===== src/rtl/branch_commit_fifo.sv =====
// Per-branch show-ahead result queue between one execution branch and the commit stage.
// Keeps results in issue order and flags any non-increasing commit_id on push.
module branch_commit_fifo #(
    parameter int data_width = 16,
    parameter int n_blocks   = 256,
    parameter int depth      = 4
) (
    input  logic                         clk,
    input  logic                         reset,
    input  logic                         enable,
    input  logic                         flush,
    input  logic                         in_valid,
    output logic                         in_ready,
    input  logic [$clog2(n_blocks)-1:0]  in_block,
    input  logic [2*data_width-1:0]      in_result,
    input  logic [3:0]                   in_dest,
    input  logic [8:0]                   in_commit_id,
    input  logic                         in_commit_flag,
    output logic                         out_valid,
    input  logic                         out_ready,
    output logic [$clog2(n_blocks)-1:0]  out_block,
    output logic [2*data_width-1:0]      out_result,
    output logic [3:0]                   out_dest,
    output logic [8:0]                   out_commit_id,
    output logic                         out_commit_flag,
    output logic [$clog2(depth):0]       count,
    output logic                         order_error
);

    localparam int BW = $clog2(n_blocks);
    localparam int PW = $clog2(depth);
    localparam int CW = PW + 1;
    localparam int EW = BW + 2*data_width + 4 + 9 + 1;

    localparam logic [PW-1:0] PTR_ZERO = {PW{1'b0}};
    localparam logic [PW-1:0] PTR_ONE  = {{(PW-1){1'b0}}, 1'b1};
    localparam logic [CW-1:0] CNT_ZERO = {CW{1'b0}};
    localparam logic [CW-1:0] CNT_ONE  = {{(CW-1){1'b0}}, 1'b1};
    localparam logic [CW-1:0] CNT_FULL = CW'(depth);

    logic [EW-1:0] mem_q [depth];
    logic [PW-1:0] wr_ptr_q, wr_ptr_d, rd_ptr_q, rd_ptr_d;
    logic [CW-1:0] count_q, count_d;
    logic [8:0]    last_id_q, last_id_d;
    logic          last_vld_q, last_vld_d;
    logic          order_err_q, order_err_d;
    logic          push_s, pop_s;
    logic [8:0]    id_diff_s;
    logic [EW-1:0] head_s;

    assign count       = count_q;
    assign order_error = order_err_q;

    // Handshake flags and show-ahead head presentation from registered state only.
    always_comb begin
        in_ready  = ~reset & enable & ~flush & (count_q < CNT_FULL);
        out_valid = ~reset & enable & (count_q != CNT_ZERO);
        push_s    = in_valid & in_ready;
        pop_s     = out_valid & out_ready & ~flush;
        head_s    = mem_q[rd_ptr_q];
        if (out_valid) begin
            {out_block, out_result, out_dest, out_commit_id, out_commit_flag} = head_s;
        end else begin
            {out_block, out_result, out_dest, out_commit_id, out_commit_flag} = {EW{1'b0}};
        end
    end

    // Next-state for pointers, occupancy and the commit-order tracker.
    always_comb begin
        wr_ptr_d    = wr_ptr_q;
        rd_ptr_d    = rd_ptr_q;
        count_d     = count_q;
        last_id_d   = last_id_q;
        last_vld_d  = last_vld_q;
        order_err_d = order_err_q;
        // A forward distance of zero or half the id space or more means the id went backwards.
        id_diff_s   = in_commit_id - last_id_q;
        if (flush) begin
            wr_ptr_d   = PTR_ZERO;
            rd_ptr_d   = PTR_ZERO;
            count_d    = CNT_ZERO;
            last_vld_d = 1'b0;
        end else begin
            if (push_s) begin
                wr_ptr_d   = wr_ptr_q + PTR_ONE;
                last_id_d  = in_commit_id;
                last_vld_d = 1'b1;
                if (last_vld_q && ((id_diff_s == 9'd0) || id_diff_s[8])) begin
                    order_err_d = 1'b1;
                end else begin
                    order_err_d = order_err_q;
                end
            end else begin
                wr_ptr_d = wr_ptr_q;
            end
            if (pop_s) begin
                rd_ptr_d = rd_ptr_q + PTR_ONE;
            end else begin
                rd_ptr_d = rd_ptr_q;
            end
            case ({push_s, pop_s})
                2'b10:   count_d = count_q + CNT_ONE;
                2'b01:   count_d = count_q - CNT_ONE;
                default: count_d = count_q;
            endcase
        end
    end

    // Control state registers with synchronous reset.
    always_ff @(posedge clk) begin
        if (reset) begin
            wr_ptr_q    <= PTR_ZERO;
            rd_ptr_q    <= PTR_ZERO;
            count_q     <= CNT_ZERO;
            last_id_q   <= 9'd0;
            last_vld_q  <= 1'b0;
            order_err_q <= 1'b0;
        end else begin
            wr_ptr_q    <= wr_ptr_d;
            rd_ptr_q    <= rd_ptr_d;
            count_q     <= count_d;
            last_id_q   <= last_id_d;
            last_vld_q  <= last_vld_d;
            order_err_q <= order_err_d;
        end
    end

    // Entry storage; contents need no reset because out_* is gated by out_valid.
    always_ff @(posedge clk) begin
        if (push_s && !flush) begin
            mem_q[wr_ptr_q] <= {in_block, in_result, in_dest, in_commit_id, in_commit_flag};
        end
    end

endmodule


===== config.mk =====
export PLATFORM = sky130hd
export DESIGN_NAME = branch_commit_fifo
export DESIGN_NICKNAME = d
export VERILOG_FILES = /design/src/rtl/branch_commit_fifo.sv
export SDC_FILE = /design/constraint.sdc
export NUM_CORES = 1
export LEC_CHECK = 0
export ABC_AREA = 1
export CORE_MARGIN = 2
export CORE_UTILIZATION = 57
export CTS_BUF_LIST = sky130_fd_sc_hd__clkbuf_2
export DETAILED_ROUTE_END_ITERATION = 12
export GPL_ROUTABILITY_DRIVEN = 0
export PLACE_DENSITY = 0.86
export SLEW_MARGIN = 20
export SYNTH_ARGS = -nofsm -noshare
export SYNTH_HDL_FRONTEND = slang
export SYNTH_SLANG_ARGS = --single-unit

===== constraint.sdc =====
create_clock -name clk -period 4.42 [get_ports clk]
set_input_delay 0.442 -clock clk [delete_from_list [all_inputs] [get_ports clk]]
set_output_delay 0.442 -clock clk [all_outputs]
set_load 0.005 [all_outputs]

# [After elaboration in Yosys (flattened, before gate mapping)]
# Memories as Yosys holds them, arrays and structs flattened. A register that Yosys moved wholly into a read port is not among the register bits.
# Index checks and enable logic that the tools add are counted.
[word_totals] ram_bits=216 wordCells=44 memories=1 out_inout_bits=60 input_bits=60 regBits=18
[op_classes] bitwise_logic=9 eq_ne=2 n_addsub=5 reduce_logical=10 order_cmp=1 muxes=10
[memory_table] memory="mem_q" depth=4 word_bits=54 rd=1 rd_ports_with_merged_regs=1 wr=1 line_no="41" source="logic [EW-1:0] mem_q [depth];"
[ops] op="32-bit two-way mux" n=1
[ops] op="9-bit zero test" n=1
[ops] op="9-bit two-way mux" n=1
[ops] op="9-bit subtractor" n=1
[ops] op="8-bit two-way mux" n=1
[ops] op="1-bit bitwise AND" n=7
[ops] op="3-bit case mux with 2 select lines" n=1
[ops] op="2-bit by 1-bit adder with 2-bit output (second input constant)" n=2
[ops] op="2-bit two-way mux" n=2
[ops] op="4-bit two-way mux" n=1
[ops] op="3-bit by 1-bit adder with 3-bit output (second input constant)" n=1
[ops] op="3-bit less-than comparator (second input constant)" n=1
[ops] op="1-bit two-way mux" n=3
[ops] op="3-bit AND reduction" n=1
[ops] op="3-bit nonzero test" n=1
[ops] op="3-bit by 1-bit subtractor with 3-bit output (second input constant)" n=1
[ops] op="2-bit by 1-bit == test with 1-bit output (second input constant)" n=1
[ops] op="2-bit == test (second input constant)" n=1
[ops] op="1-bit logical AND" n=2
[ops] op="1-bit NOT" n=2
[ops] op="2-bit AND reduction" n=1
[ops] op="2-bit nonzero test" n=1
[ops] op="2-bit OR reduction" n=1
[ops] op="1-bit zero test" n=1
[ops] op="1-bit logical OR" n=1

# [Longest topological paths before layout]
[logic_depth] depth_word=8 depth_mapped=15 depth_no_buf=15

# [Worst setup path after synthesis]
# Ideal clock, no wire load.
[synth_path] path_type="input to register" start="in reset" end="mem mem_q[0][0] (netlist name) (enable)" setup_ps=467 path_slack_ps=565 required_time_ps=3953 t_arrival_ps=3389 path_buffers=1 stages=6 path_cell_list="nor2_4 -> inv_2 -> nor3_4 -> nand2_4 -> buf_6 -> nor2_1"
[synth_between] elab_chain_cells=8
[synth_lines] item="start: declaration" line_no="9" source="input logic reset,"
[synth_lines] item="1-bit NOT" line_no="56" source="in_ready = ~reset & enable & ~flush & (count_q < CNT_FULL);"
[synth_lines] item="1-bit bitwise AND (3 in a row)" line_no="56"
[synth_lines] item="net in_ready" line_no="13" source="output logic in_ready,"
[synth_lines] item="1-bit bitwise AND" line_no="58" source="push_s = in_valid & in_ready;"
[synth_lines] item="1-bit logical AND" line_no="130" source="if (push_s && !flush) begin"
[synth_lines] item="1-bit two-way mux" line_no="130"
[synth_lines] item="1-bit two-way mux (not written as such)" line_no="131" source="mem_q[wr_ptr_q] <= {in_block, in_result, in_dest, in_commit_id, in_commit_flag};"
[synth_lines] item="end: declaration" line_no="41"
# The timed path passes the listed nets, and every way through them passes these cells.

==> results by group <==
Routing
  – ANT nets after route: 0
  – Avg WL per Cell: 16.4 um
  – Residual DRC count: 0
  – First drt pass iteration count: 7
  – Vias: 6668
  – DRT Wirelength: 20300 um
  – DRT iter0 DRCs: 574
  – Number of vias per cell: 5.39

Logic synthesis
  – Yosys top cell by area: edfxtp_1
  – Syn_nets: 906
  – Post-synth top area share: 67.2%
  – Most common cell in the netlist: nor2_1
  – Yosys reg bits: between 200 and 250
  – Synth warnings: 0
  – Syn avg cell area: approximately 12 um^2
  – Seq/Total Area, Yosys: 71.3%
  – Post-synth cell types: 27
  – Top post-synthesis cells by area: edfxtp_1, nor2_1, o21ai_0
  – Cells after synthesis: 832
  – Post-synth EDFFs: 216
  – Mapped Area: 9660 um^2
  – Top post-synthesis cells by count: nor2_1, edfxtp_1, o21ai_0, a21oi_1
  – Async S/R FF share, synth: 0%
  – Synth Flop Type: edfxtp_1

Outcome
  – Outcome: finished, final reports clean

Clock tree
  – Clock Sink Count: 236
  – # Post-CTS Setup Buffers: 0
  – CTS Buf Count: 54
  – CTS tree: built
  – Worst-Skew Late Latency: 0.82 ns
  – Post_cts resized: 0
  – Clock Pin Slew Worst Setup and Hold Paths: approximately 0.1 ns
  – Maximum root-to-sink buffer count: 3
  – Root Buffer: clkbuf_2
  – H-tree depth: 2
  – Hold_buf cts: 0

Timing
  – Setup TNS: 0 ns
  – Minimum clock period: ~3.8 ns
  – Final setup viols: 0
  – Max-slew violation count: 0
  – Worst Hold Slack: 0.251 ns
  – Final Hold Vio Count: 0
  – Highest Clock Rate: 0.261 GHz
  – Clock skew: 0.0846 ns
  – Worst slew margin: 28.0%
  – Final setup margin: 0.585 ns
  – Worst Tran Pin Value: 1.08 ns
  – Fin crit share: 86.8%
  – RSZ-0062 raised after global routing: no

Min path
  – Hold Path End: mem_q[0][26]
  – Hold WC Path Type: input pin to flop
  – Hold path startpoint: in_result[12]
  – Worst Hold Depth: 1

Floorplan
  – DIE WIDTH: 134 um
  – Core Rows: between 40 and 50
  – Die area: ~18000 um^2
  – IO Pins: 120
  – Die Y: 134 um
  – Placeable Area: 16600 um^2
  – Initial Util: 58.2%

Placement
  – Post-place setup slack: between 1 and 1.5 ns
  – DPL Wire Length: 11300 um
  – Cells after DPL: 1137
  – # port buffers: between 100 and 150
  – Post-DP Area: 11000 um^2

Critical path
  – WS Path Type: flop to output port
  – Crit-path max FO: 65
  – Worst R2R Path Depth: 4
  – Worst r2r src: count[2]
  – CP max-delay cell: inv_2
  – Worst R2R End: mem_q[0][48]
  – Crit. End Element: output port
  – R2R Setup Slk: around 2.2 ns
  – Crit path largest cell delay: 0.71 ns
  – Type of origin of the critical path: flop
  – Data arrival, critical path: roughly 3.4 ns
  – Worst EP required: 3.98 ns
  – CP Cell Sequence: inv_2, buf_4, o21ai_0, a21oi_1, clkdlybuf4s50_1

Global route
  – Initial antenna violation count: 1
  – Vias in the first global route: 6498
  – Pin count of the biggest net entering global routing: 93
  – Gr ovfl total: 0
  – Gr usage total: between 20% and 30%
  – First-pass GRT wire length: 31700 um

Cells and area
  – Layout Nets: approximately 1.0k
  – Fillers: 1206
  – Final Util: between 60% and 70%
  – Finished Cell Area: approximately 12000 um^2
  – Share of layout cells above drive strength 1: 11.8%
  – Area Growth Syn to Fin: 19.4%
  – Non-filler cells, final: 1237

Pwr
  – Lkg Pwr: about 4 nW
  – VDD IR max: roughly 0.00021 V
  – Pwr dens: 342 nW/um^2
  – PnR Total Power: 3.94 mW

Job
  – Max cap viols: 0
logic make-up after synthesis:
logic type	count (synthesis)	share of synthesized area (%)
xor gates and xnor gates	2	0.181
buffers and inverters	87	3.81
AOI/OAI and AO/OA	195	10.7
DFF	236	71.3
and+or+nand+nor	298	12.1
adders and majority gates	14	1.89
power by group:
group | total (mW) | switching (mW) | internal [mW]
sequential | 2.45 | 0.00363 | 2.44
clock | 1.32 | 0.796 | 0.520
combinational | 0.174 | 0.0938 | 0.0803
worst max-delay path, delay by kind of cell (launching register included):
| family | cells | cell delay (ns) |
|---|---|---|
| DFF | 1 | 0.43 |
| AOI/OAI and AO/OA | 2 | 0.42 |
| buffers and inverters | 3 | 1.74 |
layer usage:
layer | share of wire, % | global-route usage, % | wire [um] | vias up
li1 | - | - | - | 3207
met1 | 42 | 29.1 | 8490 | 3154
met2 | 49 | 37.7 | 9990 | 270
met3 | 6.9 | 4.76 | 1410 | 37
met4 | 2.0 | 8.83 | 415 | 0
met5 | 0 | 0 | 0 | -
worst max path at each step:
stage               startpoint               end  slack (ns)  depth (start not counted)
floorplan                reset       mem_q[0][0]        0.56                          6
global placement         reset  out_commit_id[2]        1.12                          6
detailed placement       reset  out_commit_id[2]        1.09                          6
CTS                       flop     out_result[9]        0.48                          5
global route              flop    out_result[25]        0.29                          5
finish                    flop    out_result[25]        0.58                          5
layout by cell type (no fill, tap or decap), drive strengths merged:
| cell type | n |
|---|---|
| or2 | 1 |
| a21oi | 70 |
| edfxtp | 216 |
| nand3 | 12 |
| xnor2 | 2 |
| o31ai | 1 |
| dfxtp | 20 |
| o21ai | 116 |
| a211oi | 7 |
| clkinv | 9 |
| inv | 45 |
| ha | 13 |
| nand4 | 1 |
| nand3b | 1 |
| clkdlybuf4s50 | 119 |
| fa | 1 |
| o21a | 1 |
| clkinvlp | 1 |
| nor3 | 1 |
| buf | 9 |
| clkbuf | 88 |
| nor2 | 240 |
| diode | 1 |
| nand2 | 42 |
state kept, by name, indices dropped and copies added (netlist names), named ones only:
| signal | cells |
|---|---|
| mem_q | 216 |
| last_id_q | 9 |
| count | 3 |
| rd_ptr_q | 2 |
| wr_ptr_q | 2 |
| last_vld_q | 1 |
| order_error | 1 |
area by class of cell:
class	count	area [um^2]	area share, %
timing repair buffer	128	1260	10.9
multi-input combinational	509	2450	21.2
tap	220	275	2.39
clock buffer	88	440	3.82
clock inverter	11	46.3	0.402
inverter	44	165	1.43
antenna	1	2.50	0.0217
sequential	236	6890	59.8
Note: power is estimated with default switching activity, not from simulation.
